## src/rtl/lu_sweeper.sv

```systemverilog
// Self-check driver for a 2-input logical unit. It walks the four {a,b} vectors,
// captures the unit's response into a 4-bit result and compares it with the function code under test.
module lu_sweeper #(
    parameter int unsigned SETTLE = 0
) (
    input  logic       clk,
    input  logic       rst,
    input  logic       start,
    input  logic [3:0] func_in,
    output logic       lu_a,
    output logic       lu_b,
    output logic [3:0] lu_func,
    input  logic       lu_out,
    output logic       busy,
    output logic       done,
    output logic [3:0] result,
    output logic       match
);

    typedef enum logic [1:0] {
        IDLE,
        APPLY,
        DONE
    } state_e;

    localparam logic [3:0] SETTLE_C = 4'(SETTLE);

    state_e     state_q, state_d;
    logic [1:0] idx_q, idx_d;
    logic [3:0] cnt_q, cnt_d;
    logic [3:0] lu_func_q, lu_func_d;
    logic [3:0] result_q, result_d;
    logic       match_q, match_d;

    // NOTE: state updates use non-blocking assignments so every flop samples pre-edge values.
    always_ff @(posedge clk) begin
        if (rst) begin
            state_q   <= IDLE;
            idx_q     <= 2'd0;
            cnt_q     <= 4'd0;
            lu_func_q <= 4'd0;
            result_q  <= 4'd0;
            match_q   <= 1'b0;
        end else begin
            state_q   <= state_d;
            idx_q     <= idx_d;
            cnt_q     <= cnt_d;
            lu_func_q <= lu_func_d;
            result_q  <= result_d;
            match_q   <= match_d;
        end
    end

    // NOTE: every signal gets a default first so no path through the case infers a latch.
    always_comb begin
        state_d   = state_q;
        idx_d     = idx_q;
        cnt_d     = cnt_q;
        lu_func_d = lu_func_q;
        result_d  = result_q;
        match_d   = match_q;

        unique case (state_q)
            IDLE: begin
                if (start) begin
                    lu_func_d = func_in;
                    result_d  = 4'd0;
                    match_d   = 1'b0;
                    idx_d     = 2'd0;
                    cnt_d     = 4'd0;
                    state_d   = APPLY;
                end
            end
            APPLY: begin
                if (cnt_q != SETTLE_C) begin
                    cnt_d = cnt_q + 4'd1;
                end else begin
                    result_d[idx_q] = lu_out;
                    cnt_d           = 4'd0;
                    if (idx_q == 2'd3) begin
                        // idx returns to 0 here so the vector lines drop as the sweep ends
                        idx_d   = 2'd0;
                        match_d = (result_d == lu_func_q);
                        state_d = DONE;
                    end else begin
                        idx_d = idx_q + 2'd1;
                    end
                end
            end
            DONE: begin
                state_d = IDLE;
            end
            default: begin
                state_d = IDLE;
            end
        endcase
    end

    assign lu_a    = idx_q[1];
    assign lu_b    = idx_q[0];
    assign lu_func = lu_func_q;
    assign busy    = (state_q == APPLY);
    assign done    = (state_q == DONE);
    assign result  = result_q;
    assign match   = match_q;

endmodule

```

## config.mk

```make
export PLATFORM = sky130hd
export DESIGN_NAME = lu_sweeper
export DESIGN_NICKNAME = d
export VERILOG_FILES = /design/src/rtl/lu_sweeper.sv
export SDC_FILE = /design/constraint.sdc
export NUM_CORES = 1
export LEC_CHECK = 0
export BUFFER_PORTS_ARGS = -buffer_cell sky130_fd_sc_hd__clkbuf_2
export CORE_MARGIN = 4
export CORE_UTILIZATION = 50
export CTS_CLUSTER_DIAMETER = 50
export CTS_CLUSTER_SIZE = 16
export DETAILED_ROUTE_END_ITERATION = 10
export HOLD_SLACK_MARGIN = 0.12
export PLACE_DENSITY = 0.86
export SYNTH_ARGS = -nofsm -noshare
export SYNTH_HDL_FRONTEND = slang
export SYNTH_SLANG_ARGS = --single-unit
```

## constraint.sdc

```tcl
create_clock -name clk -period 2 [get_ports clk]
set_input_delay 0 -clock clk [delete_from_list [all_inputs] [get_ports clk]]
set_output_delay 0 -clock clk [all_outputs]
set_load 0.02 [all_outputs]
```

# Yosys cells after proc, flatten, opt, wreduce, memory -nomap -nowiden
# Cells that the tools add are included.
# W data, S select, Z words.
[classes]
add_sub_neg = 2
n_lt_le_gt_ge = 2
n_eq_ne = 7
n_mux = 20
reduce_logical = 9
[op_table]
columns = ["operator", "count"]
rows = [
  ["$pmux W4 S2", 2],
  ["$mux W2", 6],
  ["$mux W4", 3],
  ["$pmux W2 S2", 2],
  ["$reduce_and A3 Y1", 2],
  ["$add A4 B1 Y4 const B", 1],
  ["$bwmux W4", 1],
  ["$eq A2 B2 Y1 const B", 2],
  ["$eq A4 B4 Y1", 1],
  ["$mux W1", 4],
  ["$ne A2 B2 Y1 const B", 2],
  ["$reduce_and A2 Y1", 2],
  ["$reduce_and A4 Y1", 1],
  ["$reduce_bool A4 Y1", 1],
  ["$lt A2 B3 Y1 const B", 1],
  ["$add A2 B1 Y2 const B", 1],
  ["$demux W1 S2", 1],
  ["$eq A2 B1 Y1 const B", 1],
  ["$ge A2 B1 Y1 const B", 1],
  ["$logic_not A2 Y1", 1],
  ["$ne A2 B1 Y1 const B", 1],
  ["$pmux W1 S2", 1],
  ["$reduce_bool A2 Y1", 1],
  ["$logic_and A1 B1 Y1", 1],
]
[totals]
reg_bits = 17
output_inout_bits = 13
word_cells = 46

# Longest topological paths before layout
[logic_depth]
ltp_word = 9
mapped_depth = 6
mapped_depth_nobuf = 6

# Worst setup path before layout
# No wires, ideal clock.
[synth_timing]
kind = "register to register"
from = "reg idx_q[1]"
to = "reg match_q (netlist: match)"
setup_ps = 92
arrival_time_ps = 1490
required_ps = 1908
slack_ps = 418
stages_incl_launch_ff = 7
synth_period_minus_slack_ps = 1582
path_cell_list = "dfxtp_1 inv_1 ha_1 mux2i_1 xnor2_1 or3_1 o32ai_1"
[synth_between]
elab_chain_len = 9
elab_cells_between_ends = 13
classes_between = "2 x order compare; 3 x eq/ne; 6 x mux; 2 x reduce/logical"
[synth_lines]
columns = ["item", "line_no", "text"]
rows = [
  ["start, declared", "29", "logic [1:0] idx_q, idx_d;"],
  ["start signal, assigned", "46", "idx_q <= idx_d;"],
  ["$lt A2 B3 Y1 (implied by the code) or $ge A2 B1 Y1 (tied branches)", "78", "result_d[idx_q] = lu_out;"],
  ["$logic_and A1 B1 Y1 (implied by the code)", "78", ""],
  ["$mux W1 (implied by the code)", "78", ""],
  ["$demux W1 S2", "78", ""],
  ["$bwmux W4", "78", ""],
  ["$eq A4 B4 Y1", "83", "match_d = (result_d == lu_func_q);"],
  ["$mux W1", "80", "if (idx_q == 2'd3) begin"],
  ["$mux W1", "75", "if (cnt_q != SETTLE_C) begin"],
  ["$pmux W1 S2", "63", "unique case (state_q)"],
  ["end signal, assigned", "50", "match_q <= match_d;"],
  ["end, declared", "33", "logic match_q, match_d;"],
]
# Several ways; a longest one is shown, not always the timed one. The select of a mux whose other input is x is not followed.
# A chain may end at the register's enable or synchronous reset.

# Worst setup path after layout
[layout_timing]
from = "reg cnt_q[0]"
to = "reg match_q (netlist: match)"
[layout_between]
elab_chain_len = 3
[layout_lines]
columns = ["item", "line_no", "text"]
rows = [
  ["start, declared", "30", "logic [3:0] cnt_q, cnt_d;"],
  ["start signal, assigned", "47", "cnt_q <= cnt_d;"],
  ["$reduce_bool A4 Y1", "75", ""],
  ["$ne A2 B2 Y1 (no source line)", "--", ""],
  ["$reduce_and A4 Y1 (no source line)", "--", ""],
]
# Every way passes these cells.

==> run_results.csv <==
group,metric,value,unit
logic_synthesis,yosys_register_bits,17,
timing,final_hold_viol_count,0,
pwr,power_density,609.4,nW/um^2
clocking,htreeDepth,1,
critical_path,cp_slowest_stage_delay,410,ps
worst_hold_path,min_path_type,"in2reg",
floorplan,start_util,0.5333,
drt,wl_per_cell,12.61,um
floorplan,core-area,1727,sq um
critical_path,slowest_stage,"or3b_4",
logic_synthesis,avgSynthCellArea,9.302,sq um
placed_design,hpwl,1.396,mm
critical_path,crit_required,2210,ps
placed_design,gp_congestion,0.7911,
pwr,ir_drop,0.4203,mV
floorplan,rows,15,
timing,fin_crit,1680,ps
critical_path,worst_setup_path_end_kind,"flip-flop",
drt,vias_per_cell,5.213,
global_routing,grt_pass1_wl,3.180,mm
timing,setup_violations,0,
cells_and_area,drive_gt1_frac,0.2320,
critical_path,critPathArrivalTime,1890,ps
global_routing,grt_usage,0.1574,
logic_synthesis,synth_edf_count,0,
timing,holdWs,139.1,ps
logic_synthesis,yosys_most_used_dff,"dfxtp_1",
cells_and_area,finish.utilization,0.6449,
critical_path,crit_path_start_kind,"flip-flop",
logic_synthesis,ys_async_sr_fraction,0,
clocking,cts_root_buffer,"clkbuf_4",
clocking,clockBufferDepth,2,
placed_design,port-buffer-count,20,
drt,drt-total-wl,1.891,mm
global_routing,grt_pass1_vias,739,
cells_and_area,diodes,0,
cells_and_area,syn_to_final_growth,20.92,%
logic_synthesis,synth_cells,99,
critical_path,crit_chain,"inv_1 -> ha_1 -> or3b_4 -> a211oi_2 -> nand4_1 -> o32ai_1",
logic_synthesis,syn-num-nets,113,
clocking,path_clk_slew,110,ps
drt,ant_nets,0,
critical_path,critPathKind,"reg2reg",
cells_and_area,fillers,150,
cells_and_area,final_area,1114,sq um
clocking,clk_latency,290,ps
timing,min_period_over_period,0.8399,
timing,setup_tns,0,ps
status,status,"finished clean",
logic_synthesis,synth_warnings,0,
global_routing,overflow,0,
global_routing,grt_max_degree,19,
logic_synthesis,synth_cell_types,34,
timing,rsz0062_at_grt,"false",
timing,fin_skew,6.348,ps
drt,drtIter0Drc,20,
critical_path,crit_fanout,6,
drt,dr.pass1.iters,4,
clocking,tritoncts,"yes",
floorplan,die_w,50.92,um
logic_synthesis,syn-cell-area,920.9,sq um
clocking,cts_made_buffers,3,
clocking,post-cts-setup-buffers,0,
timing,tightest_slew,478.1,ps
floorplan,fp.dieH,50.92,um
drt,via_count,782,
clocking,clock-sinks,17,
timing,final_max_slew_viol_count,0,
pwr,total_power,678.6,uW
floorplan,num_io_pins,21,
drt,drc,0,
global_routing,antenna_found_initial,0,
pwr,p_leak,0.4578,nW
clocking,holdBufCountCts,6,
clocking,cts_resized,0,
floorplan,dieArea,2592,sq um
timing,slew_headroom,0.6799,
timing,fmax,0.5953,GHz
logic_synthesis,yosysSeqAreaShare,0.3696,
placed_design,place_area,1026,sq um
cells_and_area,fin_nets,140,
flow_run,maxCapViolCount,0,
-- layer usage --
layer  GRT usage  share of wire  vias up
li1            -              -      405
met1      0.2075           0.47      347
met2      0.2468           0.46       26
met3     0.03499          0.061        4
met4     0.06278          0.014        0
met5           0              0        -
-- worst max-delay path, delay by kind of cell, from the launching register on --
| family | cells | cell delay, ps |
|---|---|---|
| buffers and inverters | 1 | 80 |
| DFF | 1 | 370 |
| adders and majority gates | 1 | 150 |
| AOI/OAI and AO/OA | 2 | 450 |
| and+or+nand+nor | 2 | 550 |
-- state kept, by name, indices dropped and copies added (netlist names) --
register	count
cnt_q	4
lu_func	4
result	4
idx_q	2
state_q	2
match	1
-- cell usage after synthesis (2+ instances only) --
| master | instances | area share |
|---|---|---|
| nand3_1 | 4 | 0.022 |
| o21ai_0 | 3 | 0.016 |
| clkbuf_1 | 2 | 0.0082 |
| dfxtp_1 | 17 | 0.37 |
| a22oi_1 | 2 | 0.016 |
| a21oi_1 | 7 | 0.038 |
| nand2_1 | 2 | 0.0082 |
| inv_1 | 6 | 0.024 |
| xor2_1 | 2 | 0.019 |
| nor2_1 | 11 | 0.045 |
| mux2i_1 | 9 | 0.098 |
| ha_1 | 6 | 0.082 |
| xnor2_1 | 2 | 0.019 |
| nor3b_2 | 2 | 0.027 |
| nand2b_1 | 2 | 0.014 |
| nor3_1 | 4 | 0.022 |
-- area by class of cell --
| type | instances | area (sq um) | area share |
|---|---|---|---|
| multi-input combinational | 72 | 531.8 | 0.4775 |
| sequential | 17 | 340.3 | 0.3056 |
| timing repair buffer | 26 | 160.2 | 0.1438 |
| tap | 25 | 31.28 | 0.02809 |
| clock buffer | 3 | 22.52 | 0.02022 |
| inverter | 6 | 22.52 | 0.02022 |
| clock inverter | 1 | 5.005 | 0.004494 |
-- stage by stage --
step | cells | worst slack [ps]
after floorplan | 99 | 417.7
after global placement | 140 | 377.0
after detailed placement | 140 | 345.3
after CTS | 150 | 306.5
after global routing | 150 | 232.4
final | 150 | 320.2
-- worst paths after layout --
path / startpoint / end / slack, ps / cells past startpoint
worst max-delay path: cnt_q[0] / match / 320 / 6
worst max register to register: cnt_q[0] / match / 320 / 6
worst min register to register: match / match / 490 / 2
worst min-delay path: start / cnt_q[1] / 140 / 4
-- cells in the final DEF (no fill, tap or decap), types with 2 or more instances in the layout --
cell	instances
clkbuf_4	3
dfxtp_1	17
o21ai_0	3
nor2_1	11
dlygate4sd3_1	6
clkbuf_2	20
mux2i_1	9
nor3_1	4
xor2_1	2
nor3b_2	2
a22oi_1	2
nand2_1	2
nand3_1	4
nand2b_1	2
a21oi_1	7
inv_1	6
ha_1	6
xnor2_1	2
-- power by group --
group / switching (mW) / total (mW) / internal (mW)
Clock: 0.111 / 0.185 / 0.0743
Combinational: 0.0715 / 0.127 / 0.0554
Sequential: 0.0157 / 0.366 / 0.351
-- cell families (layout without fill, tap and decap cells) --
kind of cell | count (synthesis) | in the layout | share of synthesized area
buffers and inverters | 10 | 36 | 0.05299
AO/OA/AOI/OAI | 21 | 21 | 0.1644
multiplexers | 9 | 9 | 0.09783
XOR/XNOR | 4 | 4 | 0.03805
AND/OR/NAND/NOR | 32 | 32 | 0.1957
flip-flops | 17 | 17 | 0.3696
adder cells (fa/ha/maj) | 6 | 6 | 0.08152
No activity file was read; power rests on OpenSTA's default activity.
